--- config.mk ---
export PLATFORM = sky130hd
export DESIGN_NAME = mem_stage
export DESIGN_NICKNAME = d
export VERILOG_FILES = /design/src/rtl/mem_stage.sv
export SDC_FILE = /design/constraint.sdc
export NUM_CORES = 1
export LEC_CHECK = 0
export BUFFER_PORTS_ARGS = -buffer_cell sky130_fd_sc_hd__buf_4
export CORE_ASPECT_RATIO = 0.8
export CORE_MARGIN = 8
export CORE_UTILIZATION = 50
export CTS_CLUSTER_SIZE = 14
export DETAILED_ROUTE_END_ITERATION = 7
export PLACE_DENSITY = 0.78
export SYNTH_ARGS = -nofsm -noshare
export SYNTH_HDL_FRONTEND = slang
export SYNTH_SLANG_ARGS = --single-unit
--- constraint.sdc ---
create_clock -name clk -period 8.35 [get_ports clk]
set_input_delay 0.4175 -clock clk [delete_from_list [all_inputs] [get_ports clk]]
set_output_delay 0.4175 -clock clk [all_outputs]
set_load 0.02 [all_outputs]
--- src/rtl/mem_stage.sv ---
// mem_stage: pipeline memory stage; loads, stores and RV32A atomics over a valid/ready data port,
// registered result toward writeback and combinational forwarding of the current execute result.
package mem_stage_pkg;
    localparam logic [3:0] AMO_NONE = 4'd0, AMO_SWAP = 4'd1, AMO_ADD = 4'd2, AMO_XOR = 4'd3,
                           AMO_AND = 4'd4, AMO_OR = 4'd5, AMO_MIN = 4'd6, AMO_MAX = 4'd7,
                           AMO_MINU = 4'd8, AMO_MAXU = 4'd9, AMO_LR = 4'd10, AMO_SC = 4'd11;
    typedef struct packed {
        logic [31:0] pc4;
        logic [31:0] opr_res;
        logic [31:0] opr_b;
        logic [4:0]  rd;
        logic        rf_en;
        logic [1:0]  wb_sel;
        logic        dm_en;
        logic        dm_we;
        logic [2:0]  dm_fn3;
        logic [3:0]  amoop;
        logic [11:0] csr_addr;
        logic        csr_we;
        logic [31:0] csr_wdata;
    } ex_stage_out_t;
    typedef struct packed {
        logic        rf_en;
        logic [4:0]  rd;
        logic [31:0] opr_res;
    } ex_stage_in_frm_mem_t;
    typedef struct packed {
        logic [4:0]  rd;
        logic        rf_en;
        logic [1:0]  wb_sel;
        logic [31:0] wb_data;
        logic [31:0] pc4;
        logic [11:0] csr_addr;
        logic        csr_we;
        logic [31:0] csr_wdata;
    } wb_out_t;
endpackage

module mem_stage
    import mem_stage_pkg::*;
#(
    parameter int DMEM_AW = 32,
    parameter bit RESV_EN = 1'b1
) (
    input  logic                 clk,
    input  logic                 rst_n,
    input  ex_stage_out_t        ex_in,
    input  logic                 ex_valid,
    output logic                 mem_stall,
    output logic                 dmem_req_valid,
    input  logic                 dmem_req_ready,
    output logic [DMEM_AW-1:0]   dmem_addr,
    output logic                 dmem_we,
    output logic [3:0]           dmem_be,
    output logic [31:0]          dmem_wdata,
    input  logic                 dmem_rsp_valid,
    input  logic [31:0]          dmem_rdata,
    output logic                 wb_valid,
    output wb_out_t              wb_out,
    output ex_stage_in_frm_mem_t fwd_out,
    output logic                 misalign
);
    localparam logic [2:0] IDLE = 3'd0, REQ = 3'd1, RSP = 3'd2, AMO_WREQ = 3'd3, AMO_WRSP = 3'd4;

    logic [2:0]  state, state_nx;
    logic [31:0] addr, old, amo_new, lane, ld_data, st_data, wb_data;
    logic [3:0]  st_be;
    logic [29:0] resv_addr;
    logic        resv_valid, resv_hit;
    logic        is_amo, is_lr, is_sc, amo_rmw, is_st, is_ld, half, word, mis, sc_fail;
    logic        start, done, retire, st_req;
    wb_out_t     wb_nx;

    assign addr     = ex_in.opr_res;
    assign is_amo   = ex_in.amoop != AMO_NONE;
    assign is_lr    = ex_in.amoop == AMO_LR;
    assign is_sc    = ex_in.amoop == AMO_SC;
    assign amo_rmw  = is_amo & !is_lr & !is_sc;
    assign is_st    = ex_in.dm_en & ex_in.dm_we & !is_amo;
    assign is_ld    = ex_in.dm_en & !ex_in.dm_we & !is_amo;
    assign half     = ex_in.dm_en & !is_amo & (ex_in.dm_fn3[1:0] == 2'b01);
    assign word     = is_amo | (ex_in.dm_en & ex_in.dm_fn3[1]);
    assign mis      = (half & addr[0]) | (word & (addr[1:0] != 2'b00));
    assign resv_hit = RESV_EN & resv_valid & (resv_addr == addr[31:2]);
    assign sc_fail  = is_sc & !resv_hit;

    // ex_in is held stable by mem_stall, so it serves as the transaction record throughout
    assign start     = (state == IDLE) & ex_valid & (ex_in.dm_en | is_amo) & !mis & !sc_fail;
    assign done      = dmem_rsp_valid & ((state == AMO_WRSP) | ((state == RSP) & !amo_rmw));
    assign retire    = ((state == IDLE) & ex_valid & !start) | done;
    assign mem_stall = start | ((state != IDLE) & !done);

    always_comb begin
        state_nx = state;
        case (state)
            IDLE:     state_nx = start ? REQ : IDLE;
            REQ:      state_nx = dmem_req_ready ? RSP : REQ;
            RSP:      state_nx = !dmem_rsp_valid ? RSP : amo_rmw ? AMO_WREQ : IDLE;
            AMO_WREQ: state_nx = dmem_req_ready ? AMO_WRSP : AMO_WREQ;
            AMO_WRSP: state_nx = dmem_rsp_valid ? IDLE : AMO_WRSP;
            default:  state_nx = IDLE;
        endcase
    end

    always_comb begin
        amo_new = ex_in.opr_b;
        case (ex_in.amoop)
            AMO_ADD:  amo_new = old + ex_in.opr_b;
            AMO_XOR:  amo_new = old ^ ex_in.opr_b;
            AMO_AND:  amo_new = old & ex_in.opr_b;
            AMO_OR:   amo_new = old | ex_in.opr_b;
            AMO_MIN:  amo_new = ($signed(old) < $signed(ex_in.opr_b)) ? old : ex_in.opr_b;
            AMO_MAX:  amo_new = ($signed(old) > $signed(ex_in.opr_b)) ? old : ex_in.opr_b;
            AMO_MINU: amo_new = (old < ex_in.opr_b) ? old : ex_in.opr_b;
            AMO_MAXU: amo_new = (old > ex_in.opr_b) ? old : ex_in.opr_b;
            default:  amo_new = ex_in.opr_b;
        endcase
    end

    assign lane    = dmem_rdata >> {addr[1:0], 3'b000};
    assign ld_data = (is_lr | ex_in.dm_fn3[1]) ? dmem_rdata :
                     ex_in.dm_fn3[0] ? {{16{~ex_in.dm_fn3[2] & lane[15]}}, lane[15:0]} :
                                       {{24{~ex_in.dm_fn3[2] & lane[7]}}, lane[7:0]};
    assign st_be   = word ? 4'hF : half ? (4'b0011 << addr[1:0]) : (4'b0001 << addr[1:0]);
    assign st_data = word ? ex_in.opr_b : half ? {2{ex_in.opr_b[15:0]}} : {4{ex_in.opr_b[7:0]}};

    assign st_req         = (state == REQ) & (is_st | is_sc);
    assign dmem_req_valid = (state == REQ) | (state == AMO_WREQ);
    assign dmem_addr      = dmem_req_valid ? {addr[DMEM_AW-1:2], 2'b00} : '0;
    assign dmem_we        = st_req | (state == AMO_WREQ);
    assign dmem_be        = !dmem_req_valid ? 4'h0 : st_req ? st_be : 4'hF;
    assign dmem_wdata     = (state == AMO_WREQ) ? amo_new : st_req ? st_data : 32'd0;

    // An SC retiring from IDLE is always the failed path; one retiring after a write succeeded
    assign wb_data = is_sc ? {31'd0, state == IDLE} :
                     amo_rmw ? old :
                     ((is_ld | is_lr) & !mis) ? ld_data : ex_in.opr_res;
    assign wb_nx   = '{rd: ex_in.rd, rf_en: ex_in.rf_en & !mis & !is_st, wb_sel: ex_in.wb_sel,
                       wb_data: wb_data, pc4: ex_in.pc4, csr_addr: ex_in.csr_addr,
                       csr_we: ex_in.csr_we, csr_wdata: ex_in.csr_wdata};
    assign fwd_out = '{rf_en: ex_in.rf_en & ex_valid, rd: ex_in.rd, opr_res: ex_in.opr_res};

    always_ff @(posedge clk) begin
        if (!rst_n) begin
            state      <= IDLE;
            wb_valid   <= 1'b0;
            misalign   <= 1'b0;
            wb_out     <= '0;
            old        <= '0;
            resv_valid <= 1'b0;
            resv_addr  <= '0;
        end else begin
            state    <= state_nx;
            wb_valid <= retire;
            misalign <= (state == IDLE) & ex_valid & mis;
            if (retire)
                wb_out <= wb_nx;
            if ((state == RSP) & dmem_rsp_valid)
                old <= dmem_rdata;
            if ((state == RSP) & dmem_rsp_valid & is_lr) begin
                resv_valid <= RESV_EN;
                resv_addr  <= addr[31:2];
            end else if ((state == IDLE) & ex_valid &
                         (is_sc | ((is_st | amo_rmw) & !mis & (resv_addr == addr[31:2]))))
                resv_valid <= 1'b0;
        end
    end
endmodule

==> qor.txt <==
status = finished clean
reg2reg path depth = 10
max-slew violation count = 0
max-cap viol count = 0
share of layout cells above drive strength 1 = 22.0%
Worst-Margin Slew = 1.24 ns
Placement Setup Slack = 3.18 ns
post-CTS setup buffers = 0
Via Count = 16143
vias in the first global route = 15032
post-synthesis mux area share = 1.47%
Synth area leader = dfxtp_1
setup TNS = 0 ns
CTS tree = built
endpoints failing hold = 0
CP Capture Point = dmem_wdata[22]
sequential share of the synthesized area = 25.8%
DR pass1 iterations = 6
final core occ = 63.4%
Mapped Cells = 1984
RSZ-0062 raised after global routing = no
CTS Sinks = 185
Area Overhead vs Synth = 24.9%
FF+latch count, synth = 185
post-route clock period utilization = 65.2%
pin count of the biggest net entering global routing = 105
first-pass GRT wire length = 93300 µm
crit path from = ex_in[45]
Synth Area in XOR/XNOR = 3.35%
largest family of logic cells by synthesized area = compound AO/OA/AOI/OAI gates
deepest clock path buffer count = 2
syn_area_per_cell = 7.24 µm²
PwrDens = 137 mW/mm²
DRC violations left = 0
Top Ports = 423
final wirelength = 63500 µm
post-route non-filler standard cell count = 2647
Crit-path slowest cell = a211o_1
worst vdd ir = 0.143 mV
RD Place Congestion = 1.03
Final HPWL DP = 48600 µm
CTS Buf Count = 17
starting density of the core = 50.8%
antenna diode instance count = 0
hold slack = 0.215 ns
Rel. slew slack = 17.0%
DRT iter0 DRCs = 1973
RR Endpoint = wb_out[65]
Worst EP arrival = 5.03 ns
number of synthesized flops with an enable pin = 0
YS warnings = 0
compound-gate portion of the synthesized area = 31.0%
Die W = 206 µm
FF-to-FF Start = resv_addr[5]
HP Class = input port to flip-flop
Final WS setup = 2.90 ns
simple-gate share of the synthesized area = 21.5%
Main synth FF type = dfxtp_1
total core area = 0.0283 mm²
Clk Latency, worst-skew pair = 0.45 ns
CTS Hold Buffers Added = 0
gr ovfl total = 0
Detail Route Antenna Nets = 0
Post-CTS Resized = 0
crit end category = primary output
cells along the critical path = buf_4 > inv_2 > nor2_1 > nand2_1 > a211o_1 > nor2_1 > a21oi_1 > or2_0 > a221oi_1 > buf_4
fin crit period = 5.45 ns
max incr delay on CP = 0.75 ns
CP max FO = 37
final setup vio count = 0
Setup CP Type = input port to primary output
fmax = 0.184 GHz
HP Start = ex_in[11]
Critical Path RT = 7.93 ns
wire length per cell = 24.0 µm
GRT Resource Usage Total = 34.8%
largest cells by area after synthesis = dfxtp_1, nand2_1, a21boi_0, ha_1, a21oi_1
post-synthesis adder-cell area fraction = 8.50%
crit path launch type = input port
Pleak = 7.74 nW
post-synthesis cell area = 0.0144 mm²
Die ar. = 0.0344 mm²
# nets final = 2556
row count = 55
PortBufs = 420
worst reg-to-reg setup slack = 4.06 ns
total placed cells including tap cells = 2615
clock-pin transition on the worst setup and hold timing paths = 0.09 ns
initial antenna violation count = 0
H-Tree Depth = 4
Async SR Flop Fraction = 0%
CTS root buf = clkbuf_16
Die H = 168 µm
Via density = 6.10
Clock Skews = 0.0227 ns
Netlist cell types = 81
post-synth top area share = 25.8%
==> cell usage after synthesis (all sizes together), types with 5 or more instances <==
master,n
nor3,16
a221o,9
o21ai,116
xor2,30
nor2,71
a31oi,11
nand2b,6
nand4,9
and2,37
inv,88
o22ai,13
o31ai,5
nand2,465
o221ai,16
xnor2,25
a22oi,31
a21o,22
nor2b,26
nand3,27
a21boi,166
a211oi,6
mux2i,14
a221oi,24
nor4,16
o21a,6
clkbuf,103
o2111ai,16
ha,96
or3,14
and3,7
a21oi,140
buf,76
dfxtp,185
o211ai,31
==> power by group <==
part	switching [mW]	leakage, nW	internal, mW
Sequential	0.0238	1.51	0.919
Clock	0.443	0.300	0.416
Combinational	0.406	5.93	0.242
Total	0.872	7.74	1.58
==> cell type report <==
| class | instances | area (µm²) |
|---|---|---|
| fillers | 2549 | 10300 |
| multi-input cells | 1533 | 9520 |
| flip-flops and latches | 185 | 3700 |
| repair buffers | 439 | 3300 |
| well taps | 370 | 463 |
| clock buffers | 17 | 425 |
| inverters | 88 | 330 |
| clock inverters | 15 | 205 |
==> stage by stage <==
stage / cell area (µm²) / power, mW
2_1_floorplan: 14400 / 1.31
3_3_place_gp: 17300 / 1.59
3_5_place_dp: 17300 / 1.60
4_1_cts: 17900 / 2.44
5_1_grt: 17900 / 2.54
6_report: 17900 / 2.45
==> how the worst min path moves through the flow <==
stage	to	depth (start not counted)	slack, ns
global route	wb_out[11]	3	0.21
finish	wb_out[11]	3	0.22
floorplan	resv_addr[10]	2	0.46
CTS	wb_out[39]	3	0.21
detailed placement	wb_out[71]	2	0.45
global placement	wb_out[70]	2	0.44
==> layer usage <==
| layer | global-route usage, % | up-vias | wire length (µm) |
|---|---|---|---|
| met1 | 46.2 | 7531 | 25700 |
| met5 | 0 | - | 0 |
| met3 | 9.72 | 134 | 7550 |
| li1 | - | 7436 | - |
| met2 | 53.9 | 1042 | 28100 |
| met4 | 10.5 | 0 | 2090 |
==> placed cells by master (no fill, tap or decap), types with 5 or more instances in the layout <==
cell type  netlist  layout
a221o_1          9       9
nor2b_1         26      26
xnor2_1         25      25
a21boi_0       161     161
o2111ai_1       16      16
xor2_1          30      29
a31oi_1         11      11
o22ai_1         13      13
a21oi_1        139     138
nand3_1         26      26
clkinv_8         0       5
o31ai_1          5       5
a221oi_1        23      23
a211oi_1         6       5
and3_1           7       7
o21ai_0        114     114
or3_1           14      14
nor4_1          13      13
and2_1          35      35
nand4_1          9       9
dfxtp_1        185     185
ha_1            96      96
nor2_1          71      71
inv_1           87      87
nand2_1        465     465
a21o_1          22      21
o221ai_1        16      16
nand2b_1         6       6
a22oi_1         31      31
nor3_1          16      15
buf_4           42     439
clkbuf_16        0      17
o21a_1           6       6
o211ai_1        30      30
mux2i_1         13      13
==> worst max-delay path: cells and delay by family <==
family	cells	cell delay (ns)
AOI/OAI and AO/OA	3	1.29
buffers and inverters	3	0.94
and+or+nand+nor	4	2.32
==> registers in the layout, summed over array words and instances (netlist names) <==
name	cells
old	32
resv_valid	1
wb_out	117
resv_addr	30
misalign	1
wb_valid	1
state	3
==> cells by family (layout without fill, tap and decap cells) <==
logic type,Yosys count,after routing
simple gates,705,705
compound gates,655,655
buf+inv,267,559
flops,185,185
fa+ha+maj,97,97
xor+xnor,55,55
mux,19,19
other cells,1,2
Note: power is estimated with default switching activity, not from simulation.
